--- src/rtl/arcade_input_mapper.sv ---
// Input front end for the arcade core: decodes PS/2 key events into held key
// states, merges them with joysticks, remaps for orientation and shapes the coin pulse.
module arcade_input_mapper #(
  parameter int COIN_PULSE = 1200000,
  parameter int CNT_W      = 21
) (
  input  logic        clk_sys,
  input  logic        reset_n,
  input  logic [10:0] ps2_key,
  input  logic [15:0] joystick_0,
  input  logic [15:0] joystick_1,
  input  logic        rotate,
  output logic [4:0]  p1,
  output logic [4:0]  p2,
  output logic [1:0]  start,
  output logic        coin,
  output logic        test
);

  localparam int K_UP       = 0;
  localparam int K_DOWN     = 1;
  localparam int K_LEFT     = 2;
  localparam int K_RIGHT    = 3;
  localparam int K_FIRE     = 4;
  localparam int K_START1   = 5;
  localparam int K_START2   = 6;
  localparam int K_COIN_A   = 7;
  localparam int K_COIN_B   = 8;
  localparam int K_P2_UP    = 9;
  localparam int K_P2_DOWN  = 10;
  localparam int K_P2_LEFT  = 11;
  localparam int K_P2_RIGHT = 12;
  localparam int K_P2_FIRE  = 13;
  localparam int K_TEST     = 14;
  localparam int NKEYS      = 15;

  localparam logic [CNT_W-1:0] CNT_LAST = CNT_W'(COIN_PULSE - 1);

  typedef enum logic [1:0] {
    C_IDLE  = 2'd0,
    C_PULSE = 2'd1,
    C_GAP   = 2'd2
  } coin_state_e;

  logic             armed_q;
  logic             old_toggle_q;
  logic             key_event;
  logic [NKEYS-1:0] key_q;
  logic [NKEYS-1:0] key_sel;
  logic [7:0]       key_code;
  logic             key_ext;
  logic [3:0]       p1_dir;
  logic [3:0]       p2_dir;
  logic             coin_raw;
  logic             coin_raw_d_q;
  logic             coin_rise;
  coin_state_e      coin_state_q;
  coin_state_e      coin_state_d;
  logic [CNT_W-1:0] coin_cnt_q;
  logic [CNT_W-1:0] coin_cnt_d;
  logic             coin_q;
  logic             coin_d;
  logic             unused_bits;

  assign unused_bits = ^{joystick_0[15:8], joystick_1[15:8]};

  assign key_code  = ps2_key[7:0];
  assign key_ext   = ps2_key[8];
  // The first edge after reset only captures the toggle level, so a stale toggle is not an event.
  assign key_event = armed_q && (ps2_key[10] != old_toggle_q);

  always_comb begin
    key_sel = '0;
    case (key_code)
      8'h75:   key_sel[K_UP]       = 1'b1;
      8'h72:   key_sel[K_DOWN]     = 1'b1;
      8'h6B:   key_sel[K_LEFT]     = 1'b1;
      8'h74:   key_sel[K_RIGHT]    = 1'b1;
      8'h14:   key_sel[K_FIRE]     = 1'b1;
      8'h29:   key_sel[K_FIRE]     = !key_ext;
      8'h05:   key_sel[K_START1]   = !key_ext;
      8'h16:   key_sel[K_START1]   = !key_ext;
      8'h06:   key_sel[K_START2]   = !key_ext;
      8'h1E:   key_sel[K_START2]   = !key_ext;
      8'h2E:   key_sel[K_COIN_A]   = !key_ext;
      8'h36:   key_sel[K_COIN_B]   = !key_ext;
      8'h2D:   key_sel[K_P2_UP]    = !key_ext;
      8'h2B:   key_sel[K_P2_DOWN]  = !key_ext;
      8'h23:   key_sel[K_P2_LEFT]  = !key_ext;
      8'h34:   key_sel[K_P2_RIGHT] = !key_ext;
      8'h1C:   key_sel[K_P2_FIRE]  = !key_ext;
      8'h2C:   key_sel[K_TEST]     = !key_ext;
      default: key_sel = '0;
    endcase
  end

  always_ff @(posedge clk_sys or negedge reset_n) begin
    if (!reset_n) begin
      armed_q      <= 1'b0;
      old_toggle_q <= 1'b0;
      key_q        <= '0;
    end else begin
      armed_q      <= 1'b1;
      old_toggle_q <= ps2_key[10];
      if (key_event) begin
        key_q <= (key_q & ~key_sel) | (key_sel & {NKEYS{ps2_key[9]}});
      end
    end
  end

  // dir is {up,down,left,right}; rotation happens before opposing directions are cancelled.
  function automatic logic [4:0] map_player(input logic fire, input logic [3:0] dir,
                                            input logic rot);
    logic [3:0] r;
    r = rot ? {dir[1], dir[0], dir[2], dir[3]} : dir;
    if (r[3] && r[2]) r[3:2] = 2'b00;
    if (r[1] && r[0]) r[1:0] = 2'b00;
    return {fire, r};
  endfunction

  assign p1_dir = joystick_0[3:0]
                | {key_q[K_UP], key_q[K_DOWN], key_q[K_LEFT], key_q[K_RIGHT]};
  assign p2_dir = joystick_1[3:0]
                | {key_q[K_P2_UP], key_q[K_P2_DOWN], key_q[K_P2_LEFT], key_q[K_P2_RIGHT]};

  always_ff @(posedge clk_sys or negedge reset_n) begin
    if (!reset_n) begin
      p1    <= '0;
      p2    <= '0;
      start <= '0;
      test  <= 1'b0;
    end else begin
      p1       <= map_player(key_q[K_FIRE] | joystick_0[4], p1_dir, rotate);
      p2       <= map_player(key_q[K_P2_FIRE] | joystick_1[4], p2_dir, rotate);
      start[0] <= key_q[K_START1] | joystick_0[5] | joystick_1[5];
      start[1] <= key_q[K_START2] | joystick_0[6] | joystick_1[6];
      test     <= key_q[K_TEST];
    end
  end

  assign coin_raw  = key_q[K_COIN_A] | key_q[K_COIN_B] | joystick_0[7] | joystick_1[7];
  assign coin_rise = coin_raw & ~coin_raw_d_q;

  always_ff @(posedge clk_sys or negedge reset_n) begin
    if (!reset_n) begin
      coin_raw_d_q <= 1'b0;
      coin_state_q <= C_IDLE;
      coin_cnt_q   <= '0;
      coin_q       <= 1'b0;
    end else begin
      coin_raw_d_q <= coin_raw;
      coin_state_q <= coin_state_d;
      coin_cnt_q   <= coin_cnt_d;
      coin_q       <= coin_d;
    end
  end

  // Rises arriving outside IDLE are dropped; the GAP phase enforces the minimum low time.
  always_comb begin
    coin_state_d = coin_state_q;
    coin_cnt_d   = coin_cnt_q;
    coin_d       = coin_q;
    case (coin_state_q)
      C_IDLE: begin
        if (coin_rise) begin
          coin_state_d = C_PULSE;
          coin_cnt_d   = '0;
          coin_d       = 1'b1;
        end
      end
      C_PULSE: begin
        if (coin_cnt_q == CNT_LAST) begin
          coin_state_d = C_GAP;
          coin_cnt_d   = '0;
          coin_d       = 1'b0;
        end else begin
          coin_cnt_d = coin_cnt_q + CNT_W'(1);
        end
      end
      C_GAP: begin
        if (coin_cnt_q == CNT_LAST) begin
          coin_state_d = C_IDLE;
          coin_cnt_d   = '0;
        end else begin
          coin_cnt_d = coin_cnt_q + CNT_W'(1);
        end
      end
      default: begin
        coin_state_d = C_IDLE;
        coin_cnt_d   = '0;
        coin_d       = 1'b0;
      end
    endcase
  end

  assign coin = coin_q;

endmodule

--- config.mk ---
export PLATFORM = sky130hd
export DESIGN_NAME = arcade_input_mapper
export DESIGN_NICKNAME = d
export VERILOG_FILES = /design/src/rtl/arcade_input_mapper.sv
export SDC_FILE = /design/constraint.sdc
export NUM_CORES = 1
export LEC_CHECK = 0
export CAP_MARGIN = 20
export CELL_PAD_IN_SITES_DETAIL_PLACEMENT = 0
export CELL_PAD_IN_SITES_GLOBAL_PLACEMENT = 1
export CORE_AREA = 2 2 87 89
export CTS_BUF_LIST = sky130_fd_sc_hd__clkbuf_4
export DETAILED_ROUTE_END_ITERATION = 8
export DIE_AREA = 0 0 89 91
export GPL_TIMING_DRIVEN = 0
export PLACE_DENSITY_LB_ADDON = 0.08
export REMOVE_ABC_BUFFERS = 1
export SYNTH_ARGS = -nofsm -noshare
export SYNTH_HDL_FRONTEND = slang
export SYNTH_SLANG_ARGS = --single-unit
--- constraint.sdc ---
create_clock -name clk_sys -period 2.4 [get_ports clk_sys]
set_input_delay 0.48 -clock clk_sys [delete_from_list [all_inputs] [get_ports clk_sys]]
set_output_delay 0.48 -clock clk_sys [all_outputs]
set_load 0.02 [all_outputs]
======== Yosys cells after proc, flatten, opt, wreduce, memory -nomap -nowiden ========
Cells that the tools add are included.
storage, ports and cells
  output and inout port bits .............. 14
  logic and storage cells ................. 98
  input bits .............................. 46
  register bits ........................... 55
cells by class
  $add $sub $neg .......................... 1
  eq/ne operators ......................... 25
  bitwise operators ....................... 18
  muxes and demuxes ....................... 31
  reductions and logical operators ........ 12
operators with widths
  operator                 number
  $eq A8 B6 Y1 const B     8
  $mux W21                 2
  $pmux W21 S2             1
  $eq A8 B5 Y1 const B     4
  $eq A8 B7 Y1 const B     4
  $and A15 B15 Y15         2
  $add A21 B1 Y21 const B  1
  $eq A21 B21 Y1 const B   1
  $eq A8 B3 Y1 const B     2
  $mux W1                  16
  $not A15 Y15             1
  $or A15 B15 Y15          1
  $mux W2                  7
  $or A1 B1 Y1             9
  $mux W4                  2
  $or A4 B4 Y4             2
  $ne A2 B2 Y1 const B     3
  $pmux W2 S3              1
  $reduce_and A3 Y1        2
  $reduce_or A2 Y1         3
  $logic_and A1 B1 Y1      5
  $pmux W1 S3              1
  $eq A2 B1 Y1 const B     1
  $eq A2 B2 Y1 const B     1
  other kinds (6)          7

======== Logic depth before layout (Yosys ltp) ========
  depth after elaboration ................. 6
  gate-level depth with buffers ........... 7

======== Worst setup path before layout ========
No wires, ideal clock.
  kind .................................... register to register
  start ................................... register coin_cnt_q[0]
  end ..................................... register coin_q, in the netlist coin
  path slack .............................. 0.486 ns
  buffers on the path ..................... 0
  clock period less this slack ............ 1.914 ns
  library setup time ...................... 0.127 ns
  data required time ...................... 2.273 ns
  cell stages (with the launch flop) ...... 7
  arrival time ............................ 1.787 ns
  path through ............................ dfrtp_1 ha_1 nand2_1 or2_1 or3_4 and2_0 o32a_2
on the way
  longest elaborated chain between the ends .. 3
ends and longest elaborated chain
  element                      RTL line  source
  from (decl)                  59        logic [CNT_W-1:0] coin_cnt_q;
  from (signal assigned)       153       coin_cnt_q <= coin_cnt_d;
  $eq A21 B21 Y1               172       if (coin_cnt_q == CNT_LAST) begin
  $ne A2 B2 Y1 (no line)       n/a
  $reduce_and A3 Y1 (no line)  n/a
  to (signal assigned)         154       coin_q <= coin_d;
  to (decl)                    61        logic coin_q;
No other way between the ends.
A chain may end at the register's enable or synchronous reset.

======== Worst setup path after layout ========
Same ends and word-level chain as after synthesis.

==> results.sh <==
export IMPL_route_detailed_drc=0
export IMPL_timing_hold_ws_ns=0.00145
export IMPL_yosysWarnings=0
export IMPL_numCtsBuffers=5
export IMPL_num_vias=2147
export IMPL_leakage_nw=1.42
export IMPL_crit_buf_inv=0
export IMPL_final_cells=425
export IMPL_synth_distinct_cells=46
export IMPL_slowest_stage="or3_4"
export IMPL_path_clk_slew_ns=0.16
export IMPL_setup_violations=0
export IMPL_worst_ep_arrival_time_ns=2.36
export IMPL_grt_util_all_layers=0.153
export IMPL_cpLargestDelayFamily="simple AND/OR/NAND/NOR gates"
export IMPL_crit_type="reg -> reg"
export IMPL_hold_class="in -> async"
export IMPL_period_minus_slack_ns=2.09
export IMPL_slew_viol_final=0
export IMPL_cts_setup_buffers=0
export IMPL_synth_edff_count=0
export IMPL_setup_tns_ns=0
export IMPL_worst_slack_ns=0.311
export IMPL_root_buffer="clkbuf_4"
export IMPL_drt_vias_per_instance=5.05
export IMPL_status="completed"
export IMPL_initial_core_util=0.391
export IMPL_required_ns=2.67
export IMPL_final_hold_violation_count=0
export IMPL_drt_wl_total_mm=5.56
export IMPL_cts_tree="done"
export IMPL_maxCapViolCount=0
export IMPL_synth_common_cells="55 x dfrtp_1, 36 x nor2_1, 20 x nand2_1"
export IMPL_portBuffers=43
export IMPL_ys_seq_area_frac=0.494
export IMPL_synthFlopType="dfrtp_1"
export IMPL_ir_drop_mv=0.251
export IMPL_finalClockSkew_ns=0.0130
export IMPL_grt_pass1_wl_mm=9.98
export IMPL_drive_gt1_frac=0.107
export IMPL_fp_coreArea_sq_mm=0.00714
export IMPL_wl_per_cell_um=13.1
export IMPL_drt_iter0_drc=71
export IMPL_hold_buffers=0
export IMPL_antenna_found_initial=0
export IMPL_crit_path_max_fanout=5
export IMPL_synth_area_top_cells="dfrtp_1 49%, mux2_2 6.1%, nor2_1 4.8%, nand4_1 3.8%, xor2_1 3.8%"
export IMPL_yosysMostFrequentCell="dfrtp_1"
export IMPL_clk_latency_ns=0.37
export IMPL_grt_pass1_vias=2204
export IMPL_period_share=0.870
export IMPL_antenna_cells=0
export IMPL_place_congestion=0.755
export IMPL_cts_num_sinks=55
export IMPL_die_x_um=89
export IMPL_async_flop_share=1.00
export IMPL_cts_buffer_depth=2
export IMPL_h_tree_depth=2
export IMPL_crit_chain="ha_1 -> nand2_1 -> or2_1 -> or3_4 -> and2_0 -> o32a_2"
export IMPL_fmax_mhz=479
export IMPL_cp_slowest_stage_delay_ns=0.45
export IMPL_nNetsFinal=375
export IMPL_syn_to_final_growth_pct=21.8
export IMPL_reg2reg_slack_ns=0.31
export IMPL_p_per_area_mw_per_mm2=557
export IMPL_hpwl_mm=4.09
export IMPL_grt_ovfl_total=0
export IMPL_die_height_um=91
export IMPL_end_kind="flop"
export IMPL_synth_seq_cells=55
export IMPL_rows=31
export IMPL_netlist_area_leader_share=0.494
export IMPL_dp_slack_ns=-0.314
export IMPL_die_area_sq_mm=0.00810
export IMPL_worstRegToRegCells=6
export IMPL_worstMarginPinSlew_ns=0.840
export IMPL_max_slew_margin_rel=0.440
export IMPL_syn_inst=281
export IMPL_placed_cells=416
export IMPL_avgSynthCellArea_sq_um=9.92
export IMPL_start_kind="flop"
export IMPL_worstSetupPathDepth=6
export IMPL_drtAntennaViolNets=0
export IMPL_pin_count=60
export IMPL_first_pass_iters=4
export IMPL_yosys_area_top_type="dfrtp_1"
export IMPL_grt_max_degree=41
export IMPL_synthesis_area_sq_mm=0.00279
export IMPL_rsz0062_at_grt="false"
export IMPL_post_cts_resized=0
-- placed cells by master, fill, tap and decap left out, types with 2 or more instances in the layout --
master and n:
a21o_1 3, a21oi_1 9, and2_1 2, and3_1 4, clkbuf_4 6, clkdlybuf4s50_1 42, clkinv_1 2, dfrtp_1 55
ha_1 4, inv_1 5, mux2_2 15, nand2_1 20, nand2b_1 4, nand3_1 12, nand4_1 17, nor2_1 36
nor2b_1 13, nor3_1 18, nor4b_1 3, o21ai_0 6, o31ai_1 4, or2_2 3, or3_1 2, xnor2_1 4
xor2_1 12
-- final timing paths --
kind                               startpoint            end
worst min-delay path                  reset_n  coin_cnt_q[5]
worst min register to register           flop           test
worst max register to register  coin_cnt_q[0]           coin
min in group clk_sys                     flop           test
worst max-delay path            coin_cnt_q[0]           coin
max in group asynchronous             reset_n      async pin
-- layout make-up --
class / count / area, sq um
fillers: 730 / 3740
clock inverters: 3 / 15.0
inverters: 5 / 18.8
flip-flops and latches: 55 / 1380
well taps: 99 / 124
clock buffers: 5 / 37.5
multi-input cells: 213 / 1370
repair buffers: 45 / 453
-- worst reg2reg max path, cell delays in order (launching register included) --
cell	delay [ns]
dfrtp_1	0.43
ha_1	0.26
nand2_1	0.09
or2_1	0.27
or3_4	0.45
and2_0	0.18
o32a_2	0.31
-- power by group --
part / internal (mW) / switching (mW)
registers: 0.979 / 0.0318
logic: 0.206 / 0.274
clock network: 0.108 / 0.290
-- layer usage --
layer / global-route usage / wire [um]
met1: 0.200 / 2590
met2: 0.252 / 2710
met3: 0.0364 / 189
met4: 0.0410 / 72
met5: 0 / 0
-- stage by stage --
| stage | util | total power, mW | area [sq um] |
|---|---|---|---|
| 3_5_place_dp | 0.465 | 1.51 | 3320 |
| 6_report | 0.476 | 1.89 | 3390 |
| 4_1_cts | 0.473 | 1.91 | 3370 |
| 2_1_floorplan | - | 1.31 | 2750 |
| 3_3_place_gp | 0.463 | 1.50 | 3310 |
| 5_1_grt | 0.476 | 2.02 | 3390 |
-- cell families (layout without fill, tap and decap cells) --
logic type	after synthesis	in the layout	share of synthesized area
other	1	1	0.00135
XOR/XNOR	16	16	0.0503
buffers and inverters	13	58	0.0193
flip-flops	55	55	0.494
multiplexers	16	16	0.0642
AO/OA/AOI/OAI	31	31	0.0799
adder cells (fa/ha/maj)	4	4	0.0180
AND/OR/NAND/NOR	145	145	0.273
Power figures use the tool's default switching activity.
